--- src/rtl/pwm_duty_meter.sv ---
// pwm_duty_meter: measures high time and period of a PWM input in duty_clk cycles, flags a stuck line
module pwm_duty_meter #(
  parameter int CNT_W   = 16,
  parameter int TIMEOUT = 16'hFFFF
) (
  input  logic             duty_clk,
  input  logic             rst_n,
  input  logic             pwm_in,
  input  logic             enable,
  output logic [CNT_W-1:0] duty_hi,
  output logic [CNT_W-1:0] period,
  output logic             meas_valid,
  output logic             level_stuck,
  output logic             stuck_level
);
  localparam logic [2:0] IDLE  = 3'd0;
  localparam logic [2:0] SYNC  = 3'd1;
  localparam logic [2:0] HIGH  = 3'd2;
  localparam logic [2:0] LOW   = 3'd3;
  localparam logic [2:0] STUCK = 3'd4;
  localparam logic [CNT_W-1:0] TO  = CNT_W'(TIMEOUT);
  localparam logic [CNT_W-1:0] ONE = CNT_W'(1);
  logic             meta, s, prev;
  logic             rise, fall, tout;
  logic             capture, enter_stuck;
  logic [2:0]       state, state_nx;
  logic [CNT_W-1:0] hi_cnt, per_cnt, hi_nx, per_nx;
  assign rise        = s & ~prev;
  assign fall        = ~s & prev;
  assign tout        = per_cnt == TO;
  assign level_stuck = state == STUCK;
  // two-flop synchroniser followed by the edge-detect register
  always_ff @(posedge duty_clk or negedge rst_n)
    if (!rst_n) {meta, s, prev} <= 3'b000;
    else        {meta, s, prev} <= {pwm_in, meta, s};
  // next state and counter values; timeout outranks a fall so counters never pass TO
  always_comb begin
    state_nx    = state;
    hi_nx       = hi_cnt;
    per_nx      = per_cnt;
    capture     = 1'b0;
    enter_stuck = 1'b0;
    if (!enable) begin
      state_nx = IDLE;
      hi_nx    = '0;
      per_nx   = '0;
    end else begin
      case (state)
        IDLE: state_nx = SYNC;
        SYNC:
          if (rise) begin
            state_nx = HIGH;
            hi_nx    = ONE;
            per_nx   = ONE;
          end else if (tout) enter_stuck = 1'b1;
          else per_nx = per_cnt + ONE;
        HIGH:
          if (tout) enter_stuck = 1'b1;
          else if (fall) begin
            state_nx = LOW;
            per_nx   = per_cnt + ONE;
          end else begin
            hi_nx  = hi_cnt + ONE;
            per_nx = per_cnt + ONE;
          end
        LOW:
          if (rise) begin
            capture  = 1'b1;
            state_nx = HIGH;
            hi_nx    = ONE;
            per_nx   = ONE;
          end else if (tout) enter_stuck = 1'b1;
          else per_nx = per_cnt + ONE;
        STUCK:
          if (rise) begin
            state_nx = HIGH;
            hi_nx    = ONE;
            per_nx   = ONE;
          end else if (fall) begin
            state_nx = SYNC;
            per_nx   = '0;
          end
        default: state_nx = IDLE;
      endcase
      if (enter_stuck) state_nx = STUCK;
    end
  end
  // state, counters and published measurement registers
  always_ff @(posedge duty_clk or negedge rst_n)
    if (!rst_n) begin
      state       <= IDLE;
      hi_cnt      <= '0;
      per_cnt     <= '0;
      duty_hi     <= '0;
      period      <= '0;
      meas_valid  <= 1'b0;
      stuck_level <= 1'b0;
    end else begin
      state      <= state_nx;
      hi_cnt     <= hi_nx;
      per_cnt    <= per_nx;
      meas_valid <= capture;
      if (capture) begin
        duty_hi <= hi_cnt;
        period  <= per_cnt;
      end
      if (enter_stuck) stuck_level <= s;
    end
endmodule

--- config.mk ---
export PLATFORM = sky130hd
export DESIGN_NAME = pwm_duty_meter
export DESIGN_NICKNAME = d
export VERILOG_FILES = /design/src/rtl/pwm_duty_meter.sv
export SDC_FILE = /design/constraint.sdc
export NUM_CORES = 1
export LEC_CHECK = 0
export ABC_AREA = 1
export CAP_MARGIN = 10
export CORE_MARGIN = 1.5
export CORE_UTILIZATION = 36
export DETAILED_ROUTE_END_ITERATION = 12
export DONT_BUFFER_PORTS = 1
export GPL_ROUTABILITY_DRIVEN = 1
export MAX_ROUTING_LAYER = met4
export PLACE_DENSITY_LB_ADDON = 0.15
export SLEW_MARGIN = 10
export SYNTH_ARGS = -nofsm -noshare
export SYNTH_HDL_FRONTEND = slang
export SYNTH_SLANG_ARGS = --single-unit
--- constraint.sdc ---
create_clock -name duty_clk -period 3.3 [get_ports duty_clk]
set_clock_uncertainty 0.1 [all_clocks]
set_input_delay 0.495 -clock duty_clk [delete_from_list [all_inputs] [get_ports duty_clk]]
set_output_delay 0.495 -clock duty_clk [all_outputs]
set_load 0.01 [all_outputs]
After elaboration in Yosys (flattened, before gate mapping)
Cells that the tools add are included.

Register bits after elaboration: 72. Bits of input ports: 4. Output and inout port bits: 35. Word-level logic and storage cells: 64.

Add/sub/neg operators: 2. Equal/unequal tests: 15. Multiplexer cells: 27. Bitwise logic cells: 4. Reductions and logical operators: 6.

Operator list (number): two-way mux 16 bit (9); one-hot mux 16 bit (3 select lines) (1); adder 16 x 1 -> 16 bit, second input constant (2); one-hot mux 16 bit (2 select lines) (1); two-way mux 3 bit (7); == test 16 bit, second input constant (1); != test 4 x 2 -> 1 bit, second input constant (3); one-hot mux 3 bit (4 select lines) (1); != test 4 bit, second input constant (2); AND reduction 4 bit (2); two-way mux 1 bit (7); == test 3 x 2 -> 1 bit, second input constant (2); != test 3 x 2 -> 1 bit, second input constant (2); != test 3 bit, second input constant (2); != test 5 x 2 -> 1 bit, second input constant (1); == test 3 x 1 -> 1 bit, second input constant (1); == test 3 bit, second input constant (1); zero test 3 bit (1); OR reduction 3 bit (1); bitwise AND 1 bit (2); NOT 1 bit (2); one-hot mux 1 bit (2 select lines) (1); AND reduction 2 bit (1); OR reduction 2 bit (1).

Depth between registers and ports, before layout
Word-level depth: 7. Gate-level depth with buffers: 12. Mapped depth without buffers: 12.

Worst setup path after synthesis
OpenSTA, ideal clock, no wires.

Kind: input to register. From: in enable. To: reg duty_hi[12]. Setup time: 0.125 ns. Data arrival time: 1.446 ns. Required time: 3.075 ns. Slack: 1.629 ns. Stages: 5. Path buffers: 2. Cells stage by stage: buf_2 > nand3_1 > nor2_1 > buf_2 > mux2_2.

Longest elaborated chain between the ends: 1.

RTL lines: start, declared (RTL line 9) `input logic enable,`; two-way mux 1 bit (RTL line 43) `if (!enable) begin`; end signal, assigned (RTL line 104) `duty_hi <= hi_cnt;`; end, declared (RTL line 10) `output logic [CNT_W-1:0] duty_hi,`.

No other way between the ends. A chain may end at the register's enable or synchronous reset.

Worst setup path in the final report
From: reg per_cnt[0]. To: reg hi_cnt[0].

Longest elaborated chain between the ends: 3.

RTL lines: start, declared (RTL line 27) `logic [CNT_W-1:0] hi_cnt, per_cnt, hi_nx, per_nx;`; start signal, assigned (RTL line 101) `per_cnt <= per_nx;`; == test 16 bit (RTL line 30) `assign tout = per_cnt == TO;`; != test 3 bit (no source line); AND reduction 4 bit (no source line); end signal, assigned (RTL line 100) `hi_cnt <= hi_nx;`; end, declared (RTL line 27).

No other way between the ends.

==> flow_summary.json <==
{
  "outcome": "finished, final reports clean",
  "r2r_cells": 9,
  "ant_nets": 0,
  "cts_root_buf": "clkbuf_8",
  "coreArea_um2": 10200,
  "required_ps": 3430,
  "crit_family": "simple AND/OR/NAND/NOR gates",
  "wl_met1_um": 4460,
  "viasPerCell": 4.99,
  "reg2reg_slack_ps": 990,
  "dr_wl_met2_um": 4070,
  "maxSlewViolCount": 0,
  "hold_viol_final": 0,
  "overflow": 0,
  "syn_to_final_growth_pct": 9.54,
  "hold_end": "meta$_DFF_PN0_",
  "first_pass_iters": 4,
  "holdWs_ps": 60.6,
  "reg2reg_from": "per_cnt[0]$_DFFE_PN0P_",
  "clock_path_buffers": 2,
  "synth-seq-cells": 72,
  "ys_types": 33,
  "die_h_um": 105,
  "slowest_delay_ps": 430,
  "fillers": 1076,
  "cts_sinks": 72,
  "min_path_type": "in -> reg",
  "final-setup-viol-count": 0,
  "cp_common_cell": "nand2_1",
  "clk_pin_slew_ps": 90,
  "die_area_um2": 11000,
  "ir_drop_mv": 0.285,
  "critPathLaunchType": "register",
  "crit_chain": "ha_1 > nand2_1 > nor2_1 > nand4_2 > nand2_1 > a21oi_2 > inv_2 > nand2_1 > o21ai_2",
  "ys.flop_type": "dfrtp_1",
  "min_period_ps": 2310,
  "yosys_warnings": 0,
  "drive_gt1_share_pct": 12.0,
  "grt_setup_unrepaired": "false",
  "drc": 0,
  "relSlewSlack_pct": 57.4,
  "async_reset_ff_share_pct": 100,
  "avgRoutedWirePerCell_um": 15.0,
  "die_x_um": 105,
  "critPathArrivalTime_ps": 2440,
  "std_cell_rows": 37,
  "cts_resized": 0,
  "grt_antenna_before_repair": 0,
  "cp_max_fo": 21,
  "crit_buf_inv": 1,
  "grt_pass1_wl_um": 15100,
  "crit_path_top_delay_cell": "dfrtp_1",
  "dp.cells": 586,
  "power_leakage_nw": 1.81,
  "wl_met3_um": 345,
  "initial_core_util_pct": 36.7,
  "antenna_cells": 0,
  "top_layer": "met4",
  "grt_max_degree": 73,
  "vias": 3013,
  "tightest_slew_ps": 638,
  "fmax_mhz": 433,
  "final_core_util_pct": 40.2,
  "finalPower_mw": 2.59,
  "crit_type": "reg -> reg",
  "powerDensity_nw_per_um2": 632,
  "portBuffers": 0,
  "syn-instance-count": 461,
  "r2r-end": "hi_cnt[0]$_DFFE_PN0P_",
  "htreeDepth": 3,
  "gp_congestion": 0.862,
  "syn_area_um2": 3740,
  "boundaryPins": 39,
  "maxCapViolations": 0,
  "stdcell_count": 604,
  "min_from": "pwm_in",
  "dpl.hpwl_um": 6460,
  "post-route-period-util_pct": 70.0,
  "cp.depth": 9,
  "multiInputGateArea_um2": 1660,
  "hold_buffers": 2,
  "setup.worst_path.end_class": "register",
  "dr.first_iter.drc_count": 154,
  "fin_tns_setup_ps": 0,
  "syn-num-nets": 469,
  "fin_nets": 471,
  "grt_pass1_vias": 2900,
  "clock_latency_ps": 360,
  "tritoncts": "done",
  "holdPathStages": 0,
  "post_cts.repair.setup_buffers": 0,
  "ys_seq_area_share_pct": 48.2,
  "wirelength_um": 9090,
  "grt_use_total_pct": 18.0,
  "area.sequential_um2": 1800,
  "cts-buffers-inserted": 9,
  "synth_area_per_cell_um2": 8.11,
  "synth_edf_count": 0
}
==> state kept, by name (all words and copies together) (netlist names) <==
name         cells
meas_valid       1
per_cnt         16
meta             1
stuck_level      1
prev             1
hi_cnt          16
s                1
state            3
period          16
duty_hi         16
==> how the worst max path moves through the flow <==
| stage | startpoint | end | slack [ps] |
|---|---|---|---|
| after floorplan | enable | duty_hi[12]$_DFFE_PN0P_ | 1630 |
| after global routing | per_cnt[0]$_DFFE_PN0P_ | hi_cnt[9]$_DFFE_PN0P_ | 720 |
| after global placement | per_cnt[0]$_DFFE_PN0P_ | hi_cnt[14]$_DFFE_PN0P_ | 1080 |
| after CTS | per_cnt[0]$_DFFE_PN0P_ | hi_cnt[0]$_DFFE_PN0P_ | 980 |
| final | per_cnt[0]$_DFFE_PN0P_ | hi_cnt[0]$_DFFE_PN0P_ | 990 |
| after detailed placement | per_cnt[0]$_DFFE_PN0P_ | hi_cnt[9]$_DFFE_PN0P_ | 1000 |
==> per-stage QoR <==
stage | worst slack (ps) | area, um^2
after floorplan | 1630 | 3740
after global placement | 1080 | 3850
after detailed placement | 999 | 3850
after CTS | 977 | 4090
after global routing | 721 | 4090
final | 989 | 4090
==> where the power goes <==
part / switching, mW / internal (mW)
Clock: 0.379 / 0.357
Sequential: 0.237 / 1.07
Combinational: 0.355 / 0.184
==> per-layer routing <==
metal  global-route usage [%]  vias up
met5                        -        -
met4                     7.83        0
met3                     3.56       14
met2                     26.0       50
met1                     24.5     1425
li1                         -     1524
==> worst register-to-register path: cells and delay by family, from the launching register on <==
family / cells / cell delay [ps]
and+or+nand+nor: 5 / 650
AOI/OAI and AO/OA: 2 / 460
DFF: 1 / 430
buffers and inverters: 1 / 300
adders and majority gates: 1 / 240
==> kinds of logic after synthesis <==
| family | Yosys count | synth area share, % |
|---|---|---|
| adders and majority gates | 4 | 1.34 |
| AOI/OAI and AO/OA | 78 | 11.9 |
| muxes | 7 | 2.11 |
| and+or+nand+nor | 230 | 28.5 |
| DFF | 72 | 48.2 |
| xor gates and xnor gates | 2 | 0.469 |
| buffers and inverters | 68 | 7.53 |
==> cell usage after synthesis, types with 2 or more instances <==
cell,n,area [um^2]
o21ai_1,9,45.0
nor3_1,7,35.0
nand3b_1,2,15.0
nor2_2,2,12.5
buf_2,6,30.0
xor2_1,2,17.5
clkbuf_1,3,11.3
nand2_4,4,45.0
buf_6,2,22.5
nor2_4,2,22.5
nand3_1,29,145
o21ai_2,9,78.8
dfrtp_1,72,1800
a21oi_1,35,175
ha_1,4,50.1
inv_2,4,15.0
nand4_1,20,125
nor4_1,2,12.5
inv_1,50,188
o21ai_0,20,100
nand2_1,87,327
nor2_1,71,267
mux2_2,7,78.8
a21oi_2,3,26.3
==> cells in the final DEF (no fill, tap or decap), types with 7 or more instances in the layout <==
master,Yosys,final
nand2_1,87,87
inv_1,50,50
o21ai_1,9,9
nand4_1,20,20
clkbuf_8,0,9
nor2_1,71,70
a21oi_1,35,35
nor3_1,7,7
o21ai_2,9,9
o21ai_0,20,20
mux2_2,7,7
dfrtp_1,72,72
nand3_1,29,29
==> final cells by class <==
class | instances | share of cell area, %
clock buffers | 9 | 3.03
clock inverters | 7 | 1.89
well taps | 136 | 4.16
flip-flops and latches | 72 | 44.0
multi-input cells | 321 | 40.6
repair buffers | 4 | 1.28
inverters | 55 | 5.04
(Power assumes the default switching activity.)
